[src/rtl/skid_buffer_pkg.sv]
// Shared types and constants for the skid buffer.
// The optional counters are enabled by the SKID_BUFFER_STATS_EN macro.
package skid_buffer_pkg;

  typedef enum logic [1:0] {
    Empty = 2'd0,
    Busy  = 2'd1,
    Full  = 2'd2
  } state_e;

  localparam int StatsWidth = 32;

endpackage

[src/rtl/sat_counter.sv]
// Up-counter that holds at all-ones instead of wrapping.
// It is used for the optional skid buffer statistics.
module sat_counter #(
  parameter int Width = 32
) (
  input  logic             clk_i,
  input  logic             rst_ni,
  input  logic             inc_i,
  output logic [Width-1:0] count_o
);

  logic [Width-1:0] count_q;

  always_ff @(posedge clk_i or negedge rst_ni) begin
    if (!rst_ni) begin
      count_q <= '0;
    end else if (inc_i && (count_q != {Width{1'b1}})) begin
      count_q <= count_q + Width'(1);
    end
  end

  assign count_o = count_q;

endmodule

[src/rtl/skid_buffer.sv]
// Two-entry valid/ready skid buffer. All outputs are driven by flops.
// Defining SKID_BUFFER_STATS_EN adds the beats_o and stalls_o counters.
module skid_buffer
  import skid_buffer_pkg::*;
#(
  parameter int Width         = 8,
  parameter bit DatapathReset = 1'b0
) (
  input  logic             clk_i,
  input  logic             rst_ni,
  input  logic [Width-1:0] data_i,
  input  logic             valid_i,
  output logic             ready_o,
  output logic             valid_o,
  output logic [Width-1:0] data_o,
  input  logic             ready_i
`ifdef SKID_BUFFER_STATS_EN
  ,
  output logic [StatsWidth-1:0] beats_o,
  output logic [StatsWidth-1:0] stalls_o
`endif
);

  state_e           state_q, state_d;
  logic             ready_q;
  logic [Width-1:0] main_q, skid_q, main_d;
  logic             in_fire, out_fire;
  logic             load_main, load_skid, main_from_skid, main_en;

  assign in_fire  = valid_i && ready_o;
  assign out_fire = valid_o && ready_i;

  always_comb begin
    state_d        = state_q;
    load_main      = 1'b0;
    load_skid      = 1'b0;
    main_from_skid = 1'b0;
    case (state_q)
      Empty: begin
        if (in_fire) begin
          load_main = 1'b1;
          state_d   = Busy;
        end
      end
      Busy: begin
        if (in_fire && out_fire) begin
          load_main = 1'b1;
        end else if (in_fire) begin
          load_skid = 1'b1;
          state_d   = Full;
        end else if (out_fire) begin
          state_d   = Empty;
        end
      end
      Full: begin
        // The upstream is stalled here, so valid_i plays no part.
        if (out_fire) begin
          main_from_skid = 1'b1;
          state_d        = Busy;
        end
      end
      default: state_d = Empty;
    endcase
  end

  always_ff @(posedge clk_i or negedge rst_ni) begin
    if (!rst_ni) begin
      state_q <= Empty;
      ready_q <= 1'b0;
    end else begin
      state_q <= state_d;
      // Registering on the next state keeps ready_o free of any input path.
      ready_q <= (state_d != Full);
    end
  end

  assign main_en = load_main || main_from_skid;
  assign main_d  = main_from_skid ? skid_q : data_i;

  if (DatapathReset) begin : g_dp_rst
    always_ff @(posedge clk_i or negedge rst_ni) begin
      if (!rst_ni) begin
        main_q <= '0;
        skid_q <= '0;
      end else begin
        if (main_en)   main_q <= main_d;
        if (load_skid) skid_q <= data_i;
      end
    end
  end else begin : g_dp_norst
    always_ff @(posedge clk_i) begin
      if (main_en)   main_q <= main_d;
      if (load_skid) skid_q <= data_i;
    end
  end

  assign ready_o = ready_q;
  assign valid_o = (state_q == Busy) || (state_q == Full);
  assign data_o  = main_q;

`ifdef SKID_BUFFER_STATS_EN
  sat_counter #(.Width(StatsWidth)) u_beats (
    .clk_i   (clk_i),
    .rst_ni  (rst_ni),
    .inc_i   (out_fire),
    .count_o (beats_o)
  );

  sat_counter #(.Width(StatsWidth)) u_stalls (
    .clk_i   (clk_i),
    .rst_ni  (rst_ni),
    .inc_i   (valid_o && !ready_i),
    .count_o (stalls_o)
  );
`endif

endmodule

[config.mk]
export PLATFORM = sky130hd
export DESIGN_NAME = skid_buffer
export DESIGN_NICKNAME = d
export VERILOG_FILES = /design/src/rtl/skid_buffer_pkg.sv /design/src/rtl/sat_counter.sv /design/src/rtl/skid_buffer.sv
export SDC_FILE = /design/constraint.sdc
export NUM_CORES = 1
export LEC_CHECK = 0
export BUFFER_PORTS_ARGS = -buffer_cell sky130_fd_sc_hd__clkbuf_2
export CAP_MARGIN = 25
export CORE_UTILIZATION = 49
export DETAILED_ROUTE_END_ITERATION = 6
export PLACE_DENSITY = 0.81
export SYNTH_ARGS = -nofsm -noshare
export SYNTH_HDL_FRONTEND = slang
export SYNTH_SLANG_ARGS = --single-unit
[constraint.sdc]
create_clock -name clk_i -period 2.3 [get_ports clk_i]
set_clock_uncertainty 0.1 [all_clocks]
set_input_delay 0.345 -clock clk_i [delete_from_list [all_inputs] [get_ports clk_i]]
set_output_delay 0.345 -clock clk_i [all_outputs]
set_load 0.02 [all_outputs]
==> run metrics, run 1 <==
outcome=finished clean; CTS tree=done; HPWL after DPL=1170 um; Worst Path Arrival=1.71 ns; clk sinks=19; IO Pins=22; Critical Path RT=2.16 ns; final hold viol count=0; GR Util met1=0.190; Seq/Total Area, Yosys=0.678; Setup violations, final=0; die area=1840 um2; end of the critical path=skid_q[3]; Critical Path Start=state_q[0]; Via Count=569; Top Usage Layer GRT=met2; clock network power share=0.137; n_diodes=0; largest net degree at the start of global routing=11; P_leak=0.000416 uW; ANT nets after route=0; syn_area_per_cell=15.2 um2; GRT met3 Usage=0.0255; total gr overflow=0; Max clock buf depth=2; Setup CP Type=register to register; pwr/cell area=1150 nW/um2; fin. max-slew vios=0; worst min path class=input pin to register; Logic pwr share=0.394; final WL=1520 um; first-pass GRT wire length=2390 um; share of cells above drive strength 1=0.427; via/cell ratio=5.81; Worst-path clk slew=0.10 ns; post_cts resized=0; Non-Filler Instances=98; Flop pwr share=0.468; r2r setup slk=0.45 ns; antenna violations before repair=0; r2r endpoint=skid_q[3]; Internal=725 uW; Chip Width=42.9 um; Yosys cell types=15; FF-to-FF Start=state_q[0]; Switch Pwr=417 uW; Layout Nets=99; H-tree depth=1; DRC violations left=0; Crit. End Element=register; synthesized area=820 um2; Synthesis Warnings=0; fin crit period=1.85 ns; switch share=0.365; Worst Setup Start Kind=register; Total Routing Usage GR=0.183; fin crit share=0.802; Max Clock Freq=542 MHz; CORE AREA=1540 um2; synthesized flop and latch total=19; initial core utilization=0.532; RSZ-0062 raised after global routing=no; placed cell count=93; Cells after Synth=54; M2 GR Usage=0.348; setup_tns=0 ns; First DRT Iteration DRCs=16; Clk Latency, worst-skew pair=0.28 ns; worst IR drop on VDD=573 uV; critical path peak fanout=8; P&R area growth vs syn=21.5%; Row Count=14; Pre-antenna DRT Iters=4; Num CTS Buffers=3; max-cap viol count=0; hold_ws=0.148 ns; Avg WL per Cell=15.5 um; worst r2r path cells=5; number of global-route vias before repair=557; Routability Congestion=0.860; Least-Margin Pin Slew=0.314 ns; post-synthesis net count=70; Root Buffer Master=clkbuf_4; Slew HR=0.791; Die Span Y=42.9 um; I/O Buffers=21
==> synthesized netlist by cell type <==
cell type	number	share of area
nand3_1	4	0.024
nor2_1	1	0.0046
mux2_2	8	0.11
o211ai_1	1	0.0092
nand2_1	3	0.014
and2_1	1	0.0076
ha_1	4	0.061
xnor2_1	1	0.011
a21boi_0	2	0.018
edfxtp_1	16	0.59
o21ai_0	3	0.018
inv_1	3	0.014
dfrtp_1	3	0.092
nand2_2	1	0.0076
a31oi_1	3	0.023
==> per-layer routing <==
layer	share of wire	vias to the layer above	wire length (um)
met5	0	-	0
met4	0.016	0	25
met3	0.039	4	60
met2	0.55	24	840
met1	0.39	281	593
li1	-	260	-
==> through the flow <==
step	cell area [um2]	power (uW)	worst slack, ns	utilization
after floorplan	820	830	0.197	-
after global placement	960	962	0.561	0.623
after detailed placement	960	984	0.532	0.623
after CTS	996	1150	0.485	0.646
after global routing	996	1210	0.379	0.646
final	996	1140	0.454	0.646
==> logic make-up after synthesis <==
family          synth area share
flops                      0.678
fa+ha+maj                 0.0611
buf+inv                   0.0137
xor+xnor                  0.0107
simple gates              0.0580
mux                        0.110
compound gates            0.0687
==> power by group through the flow <==
stage / clock, uW / combinational, uW / sequential, uW
floorplan: 0 / 229 / 600
global placement: 0 / 424 / 538
detailed placement: 0 / 443 / 541
CTS: 163 / 448 / 535
global route: 177 / 488 / 546
finish: 157 / 450 / 535
==> worst min path at each step <==
stage               startpoint  depth (start not counted)         end  slack [ns]
detailed placement      rst_ni                          1     ready_o        0.05
global route         data_i[2]                          1   skid_q[2]        0.13
global placement        rst_ni                          1  state_q[1]        0.04
finish               data_i[5]                          1   skid_q[5]        0.15
floorplan               rst_ni                          0     ready_o       -0.05
CTS                  data_i[5]                          1   skid_q[5]        0.14
==> sequential cells by signal, summed over array words and instances, names as in the netlist <==
| register | count |
|---|---|
| ready_o | 1 |
| state_q | 2 |
| skid_q | 8 |
| data_o | 8 |
==> cells in the final DEF (no fill, tap or decap) <==
master	n
mux2_2	8
and2_1	1
dfrtp_1	3
nand3_1	4
dlygate4sd3_1	1
ha_1	4
xnor2_1	1
nand2_2	1
a21boi_0	2
clkbuf_4	3
nand2_1	3
inv_1	3
buf_4	2
clkbuf_2	21
nor2_1	1
edfxtp_1	16
o211ai_1	1
a31oi_1	3
o21ai_0	3
clkbuf_1	1
==> timing repair <==
action,CTS,global route
hold buffers,1,0
buffers inserted,0,0
hold endpoints to repair,3,0
==> final cells by class <==
class	count	area [um2]
Sequential cell	19	556
Fill cell	120	546
Multi-Input combinational cell	32	253
Timing Repair Buffer	24	130
Clock buffer	4	26.3
Tap cell	16	20.0
Inverter	3	11.3
==> critical path: stages, from the launching register on <==
cell and delay [ns]:
dfrtp_1 0.44, inv_1 0.10, ha_1 0.37, nand2_1 0.14
nand3_1 0.12, inv_1 0.27
(Power assumes the default switching activity.)
==> run 2: changes to the inputs <==
--- a/config.mk
+++ b/config.mk
@@ -5,11 +5,12 @@
 export SDC_FILE = /design/constraint.sdc
 export NUM_CORES = 1
 export LEC_CHECK = 0
+export ABC_AREA = 1
 export BUFFER_PORTS_ARGS = -buffer_cell sky130_fd_sc_hd__clkbuf_2
 export CAP_MARGIN = 25
-export CORE_UTILIZATION = 49
+export CORE_UTILIZATION = 50
 export DETAILED_ROUTE_END_ITERATION = 6
-export PLACE_DENSITY = 0.81
+export PLACE_DENSITY = 0.82
 export SYNTH_ARGS = -nofsm -noshare
 export SYNTH_HDL_FRONTEND = slang
 export SYNTH_SLANG_ARGS = --single-unit
==> constraint.sdc (replaced) <==
create_clock -name clk_i -period 1.7 [get_ports clk_i]
set_clock_uncertainty 0.1 [all_clocks]
set_input_delay 0.255 -clock clk_i [delete_from_list [all_inputs] [get_ports clk_i]]
set_output_delay 0.255 -clock clk_i [all_outputs]
set_load 0.02 [all_outputs]
==> run 2 against run 1 <==
  * Register-to-register slack lost 0.39 ns
  * Worst hold slack lost 0.11 ns
  * Synthesized cell count grew 20%
  * Wire length grew 2.6%
  * Synthesized area grew 2.4%
  * Final area grew 4.1%
  * Critical path type unchanged
  * Critical endpoint is now data_o[6]
  * Maximum frequency grew 13%
  * Combinational power grew 63%
  * Global-route usage grew 1.2 points
  * First-iteration DRC count shrank 13%
==> run metrics, run 2 <==
Via Count=579 (+1.8%); Chip Width=43.0 um (+0.19%); outcome=finished clean; Root Buffer Master=clkbuf_4; most frequent cells in the layout=clkbuf_2 (21), nand2_1 (16), edfxtp_1 (16); CTS tree=done; FFs w/ async S/R, synth=0.158 (unchanged); Total Routing Usage GR=0.195 (+0.0124); Die Span Y=43.0 um (+0.19%); RSZ-0062 raised after global routing=yes; Cells after Synth=65 (+20%); Setup violations, final=0 (unchanged); worst min path class=input pin to register; worst IR drop on VDD=843 uV (+47%); P&R area growth vs syn=23.5%; Routability Congestion=0.866 (+0.64%); final worst setup slack=0.0637 ns (-0.391 ns); initial core utilization=0.545 (+0.0130); post-synthesis net count=81 (+16%); Max Clock Freq=611 MHz (+13%); Pre-antenna DRT Iters=4 (unchanged); Synth area leaders=edfxtp_1 (57%), mux2_2 (11%), dfrtp_1 (8.9%); IO Pins=22 (unchanged); Total Power=1670 uW (+47%); total gr overflow=0 (unchanged); Row Count=14 (unchanged); Critical Path RT=1.66 ns (-0.50 ns); DP Worst Slack=0.0844 ns (-0.448 ns); die area=1850 um2 (+0.37%); n_diodes=0 (unchanged); ANT nets after route=0 (unchanged); number of global-route vias before repair=550 (-1.3%); syn_area_per_cell=12.9 um2 (-15%); placed cell count=104 (+12%); area leader, netlist=edfxtp_1; final hold viol count=0 (unchanged); ys flop type=edfxtp_1; Yosys cell types=12 (-3); setup_tns=0 ns (unchanged); max-cap viol count=0 (unchanged); fin. max-slew vios=0 (unchanged); synthesized flop and latch total=19 (unchanged); DRC violations left=0 (unchanged); Max clock buf depth=2 (unchanged); Non-Filler Instances=109 (+11%); Setup CP Type=register to register; first-pass GRT wire length=2500 um (+4.6%); First DRT Iteration DRCs=14 (-2); Crit. End Element=register; Worst Setup Start Kind=register; crit-path cells=inv_1 > ha_1 > nand2_2 > mux2_2; Post-CTS Setup Inserts=0 (unchanged); Worst Path Arrival=1.60 ns (-0.11 ns); commonest non-fill, non-tap cell in the layout=clkbuf_2; CORE AREA=1540 um2 (unchanged); clk sinks=19 (unchanged); Layout Nets=110 (+11%); critical path peak fanout=9 (+1); Num CTS Buffers=3 (unchanged); top post-synthesis cells by count=edfxtp_1 (16), nand2_1 (16), mux2_2 (8); final WL=1560 um (+2.6%); critical path's largest stage delay=0.38 ns (-0.06 ns); Synthesis Warnings=0 (unchanged); I/O Buffers=21 (unchanged); Clk Latency, worst-skew pair=0.30 ns (+0.02 ns); synthesized area=840 um2 (+2.4%); Slew HR=0.824 (+0.0332); H-tree depth=1 (unchanged); Synth top area share=0.572 (-0.0140); HPWL after DPL=1130 um (-3.1%); critical path's slowest cell=mux2_2; Seq/Total Area, Yosys=0.662 (-0.0162); via/cell ratio=5.31 (-8.5%); P_leak=0.000474 uW (+14%); fin crit share=0.963 (+0.160); largest net degree at the start of global routing=12 (+1); antenna violations before repair=0 (unchanged); Worst-path clk slew=0.11 ns (about the same); pwr/cell area=1610 nW/um2 (+41%); fin crit period=1.64 ns (-0.209 ns); Post-synth EDFFs=16 (unchanged); Avg WL per Cell=14.3 um (-7.8%); Least-Margin Pin Slew=0.263 ns (-0.0503 ns); share of cells above drive strength 1=0.462 (+0.0355)
## run 2: layout make-up
class | count | area (um2)
Multi-Input combinational cell | 39 | 275
Fill cell | 123 | 504
Clock inverter | 1 | 5.00
Timing Repair Buffer | 24 | 130
Clock buffer | 3 | 22.5
Inverter | 7 | 28.8
Sequential cell | 19 | 556
Tap cell | 16 | 20.0
## run 2: worst paths after layout
path / from / end / depth (start not counted) / slack, ns
setup / recovery: state_q[0] / data_o[6] / 4 / 0.06
hold / removal: data_i[2] / skid_q[2] / 1 / 0.04
setup reg to reg: state_q[0] / data_o[6] / 4 / 0.06
hold reg to reg: skid_q[4] / data_o[4] / 1 / 0.46
max in group asynchronous: rst_ni / state_q[0] / 2 / 1.21
min in group asynchronous: rst_ni / ready_o / 2 / 0.18
## run 2: cell families (layout without fill, tap and decap cells)
family,count (synthesis),after routing,share of synthesized area
DFF,19,19,0.662
muxes,8,8,0.107
adders and majority gates,4,4,0.0596
buffers and inverters,7,35,0.0313
and+or+nand+nor,26,26,0.134
AOI/OAI and AO/OA,1,1,0.00596
## run 2: stage by stage
step | instance area (um2) | hold slack [ns] | util
6_report | 1040 | 0.0350 | 0.673
5_1_grt | 1040 | 0.0176 | 0.673
4_1_cts | 1020 | 0.0315 | 0.663
3_5_place_dp | 985 | -0.0452 | 0.639
3_3_place_gp | 985 | -0.0481 | 0.639
2_1_floorplan | 845 | -0.141 | -
## run 2: worst max-delay path: cells and delay by family (launching register included)
kind                       cells  cell delay (ns)
muxes                          1             0.38
and+or+nand+nor                1             0.23
adders and majority gates      1             0.24
buffers and inverters          1             0.09
DFF                            1             0.35
## run 2: report_power, final
group	total, uW	leakage [uW]	internal, uW	switching, uW
Sequential	714	0.000184	677	36.9
Clock	229	0.0000177	87.8	141
Combinational	732	0.000272	246	486
## run 2: metal layers
| layer | vias to the layer above | global-route usage | routed length (um) |
|---|---|---|---|
| li1 | 278 | - | - |
| met1 | 274 | 0.229 | 614 |
| met2 | 23 | 0.321 | 832 |
| met3 | 4 | 0.0553 | 79 |
| met4 | 0 | 0.109 | 33 |
| met5 | - | 0 | 0 |
## run 2: timing repair
item,4_1_cts,5_1_grt
hold buffers,1,0
gates resized for setup,0,3
hold endpoints to repair,3,0
setup endpoints to repair,0,17
==> run 3: changes to the inputs <==
--- a/config.mk
+++ b/config.mk
@@ -8,9 +8,10 @@
 export ABC_AREA = 1
 export BUFFER_PORTS_ARGS = -buffer_cell sky130_fd_sc_hd__clkbuf_2
 export CAP_MARGIN = 25
-export CORE_UTILIZATION = 50
+export CORE_UTILIZATION = 53
+export CTS_BUF_LIST = sky130_fd_sc_hd__clkbuf_8
 export DETAILED_ROUTE_END_ITERATION = 6
-export PLACE_DENSITY = 0.82
+export PLACE_DENSITY = 0.86
 export SYNTH_ARGS = -nofsm -noshare
 export SYNTH_HDL_FRONTEND = slang
 export SYNTH_SLANG_ARGS = --single-unit
==> run 3 against run 2 <==
  * Global-route usage decreased by 0.20 points
  * Die area decreased by 5.4%
  * Critical path depth unchanged
  * Worst setup slack improved by 0.019 ns
  * Sequential share of layout area decreased by 0.95 points
  * Critical endpoint unchanged
==> run metrics, run 3 (synthesis gave the netlist of run 2 again) <==
outcome=finished clean; Multi-input gate area=275 um2 (unchanged); I/O Buffers=21 (unchanged); placed cell count=104 (unchanged); Avg WL per Cell=13.6 um (-4.9%); IO Pins=22 (unchanged); max-cap viol count=0 (unchanged); H-tree depth=1 (unchanged); RSZ-0062 raised after global routing=no; setup_tns=0 ns (unchanged); CORE AREA=1490 um2 (-3.4%); Num CTS Buffers=3 (unchanged); n_diodes=0 (unchanged); r2r setup slk=0.08 ns (+0.02 ns); critical path peak fanout=9 (unchanged); initial core utilization=0.564 (+0.0192); total gr overflow=0 (unchanged); Worst Setup Start Kind=register; largest net degree at the start of global routing=12 (unchanged); Setup CP Type=register to register; Total Routing Usage GR=0.193 (-0.00204); hold_ws=0.0883 ns (+0.0533 ns); final WL=1480 um (-4.9%); Layout Nets=110 (unchanged); Worst Path Arrival=1.51 ns (-0.09 ns); Chip Width=41.8 um (-2.7%); pwr/cell area=1660 nW/um2 (+2.5%); cell area after layout=1060 um2 (+1.8%); DP Worst Slack=0.101 ns (+0.0171 ns); Post-Place Cell Area=985 um2 (unchanged); worst min path class=input pin to register; fin crit share=0.952 (-0.0110); Slew HR=0.836 (+0.0121); commonest non-fill, non-tap cell in the layout=clkbuf_2; Root Buffer Master=clkbuf_8; final hold viol count=0 (unchanged); die area=1750 um2 (-5.4%); First DRT Iteration DRCs=33 (+19); CTS tree=done; Pre-antenna DRT Iters=4 (unchanged); fin. max-slew vios=0 (unchanged); DRC violations left=0 (unchanged); most frequent cells in the layout=clkbuf_2 (21), nand2_1 (16), edfxtp_1 (16); antenna violations before repair=0 (unchanged); Setup violations, final=0 (unchanged); Max clock buf depth=2 (unchanged); Max Clock Freq=618 MHz (+1.2%); Via Count=571 (-1.4%); final worst setup slack=0.0824 ns (+0.0187 ns); worst IR drop on VDD=888 uV (+5.4%); Row Count=14 (unchanged); fin crit period=1.62 ns (-0.0187 ns); HPWL after DPL=1110 um (-2.1%); Routability Congestion=0.847 (-2.2%); Least-Margin Pin Slew=0.245 ns (-0.0182 ns); clk sinks=19 (unchanged); ANT nets after route=0 (unchanged); share of cells above drive strength 1=0.462 (unchanged); Clk Latency, worst-skew pair=0.25 ns (-0.05 ns); Reg area=556 um2 (unchanged); P&R area growth vs syn=25.8%; fill count=102 (-17%); Worst-path clk slew=0.07 ns (-0.04 ns); first-pass GRT wire length=2460 um (-1.6%); via/cell ratio=5.24 (-1.4%); Die Span Y=41.8 um (-2.7%); Crit. End Element=register; Non-Filler Instances=109 (unchanged); Critical Path RT=1.60 ns (-0.06 ns); P_leak=0.000481 uW (+1.6%); number of global-route vias before repair=582 (+5.8%)
-- run 3: cell counts in the layout (fill, tap and decap cells not counted) --
No cell type changed its count.
-- run 3: area by class of cell --
type | count | area share
Tap cell | 16 | 0.0190
Clock buffer | 3 | 0.0391
Sequential cell | 19 | 0.526
Multi-Input combinational cell | 39 | 0.261
Timing Repair Buffer | 24 | 0.123
Clock inverter | 1 | 0.00474
Inverter | 7 | 0.0273
-- run 3: metrics by stage --
| step | total power, uW | utilization |
|---|---|---|
| 2_1_floorplan | 1200 | - |
| 3_3_place_gp | 1390 | 0.661 |
| 3_5_place_dp | 1420 | 0.661 |
| 4_1_cts | 1730 | 0.699 |
| 5_1_grt | 1850 | 0.709 |
| 6_report | 1750 | 0.709 |
-- run 3: path summary, 6_finish.rpt --
check | start | endpoint | cells after the start
hold / removal | data_i[4] | skid_q[4] | 1
min in group asynchronous | rst_ni | ready_o | 2
max in group asynchronous | rst_ni | state_q[1] | 2
setup reg to reg | state_q[0] | data_o[6] | 4
hold reg to reg | skid_q[5] | data_o[5] | 1
setup / recovery | state_q[0] | data_o[6] | 4
-- run 3: repair_timing --
item / in CTS / in global routing
gates resized for setup: 0 / 3
hold buffers: 1 / 0
setup buffers: 0 / 0
setup endpoints to repair: 0 / 16
hold endpoints to repair: 3 / 0
-- run 3: worst max-delay path, stage by stage (launching register included) --
cell and delay (ns):
dfrtp_1 0.35, inv_1 0.08, ha_1 0.24, nand2_2 0.22
mux2_2 0.38
-- run 3: report_power, final --
part	leakage (uW)	internal (uW)	switching [uW]
sequential	0.000184	679	43.9
clock	0.0000255	162	143
combinational	0.000272	247	473
total	0.000481	1090	660
-- run 3: layer usage --
layer | share of wire | GRT usage | vias to the layer above | wire [um]
li1 | - | - | 275 | -
met1 | 0.40 | 0.233 | 267 | 599
met2 | 0.51 | 0.309 | 21 | 752
met3 | 0.045 | 0.0261 | 8 | 66
met4 | 0.041 | 0.155 | 0 | 61
met5 | 0 | 0 | - | 0
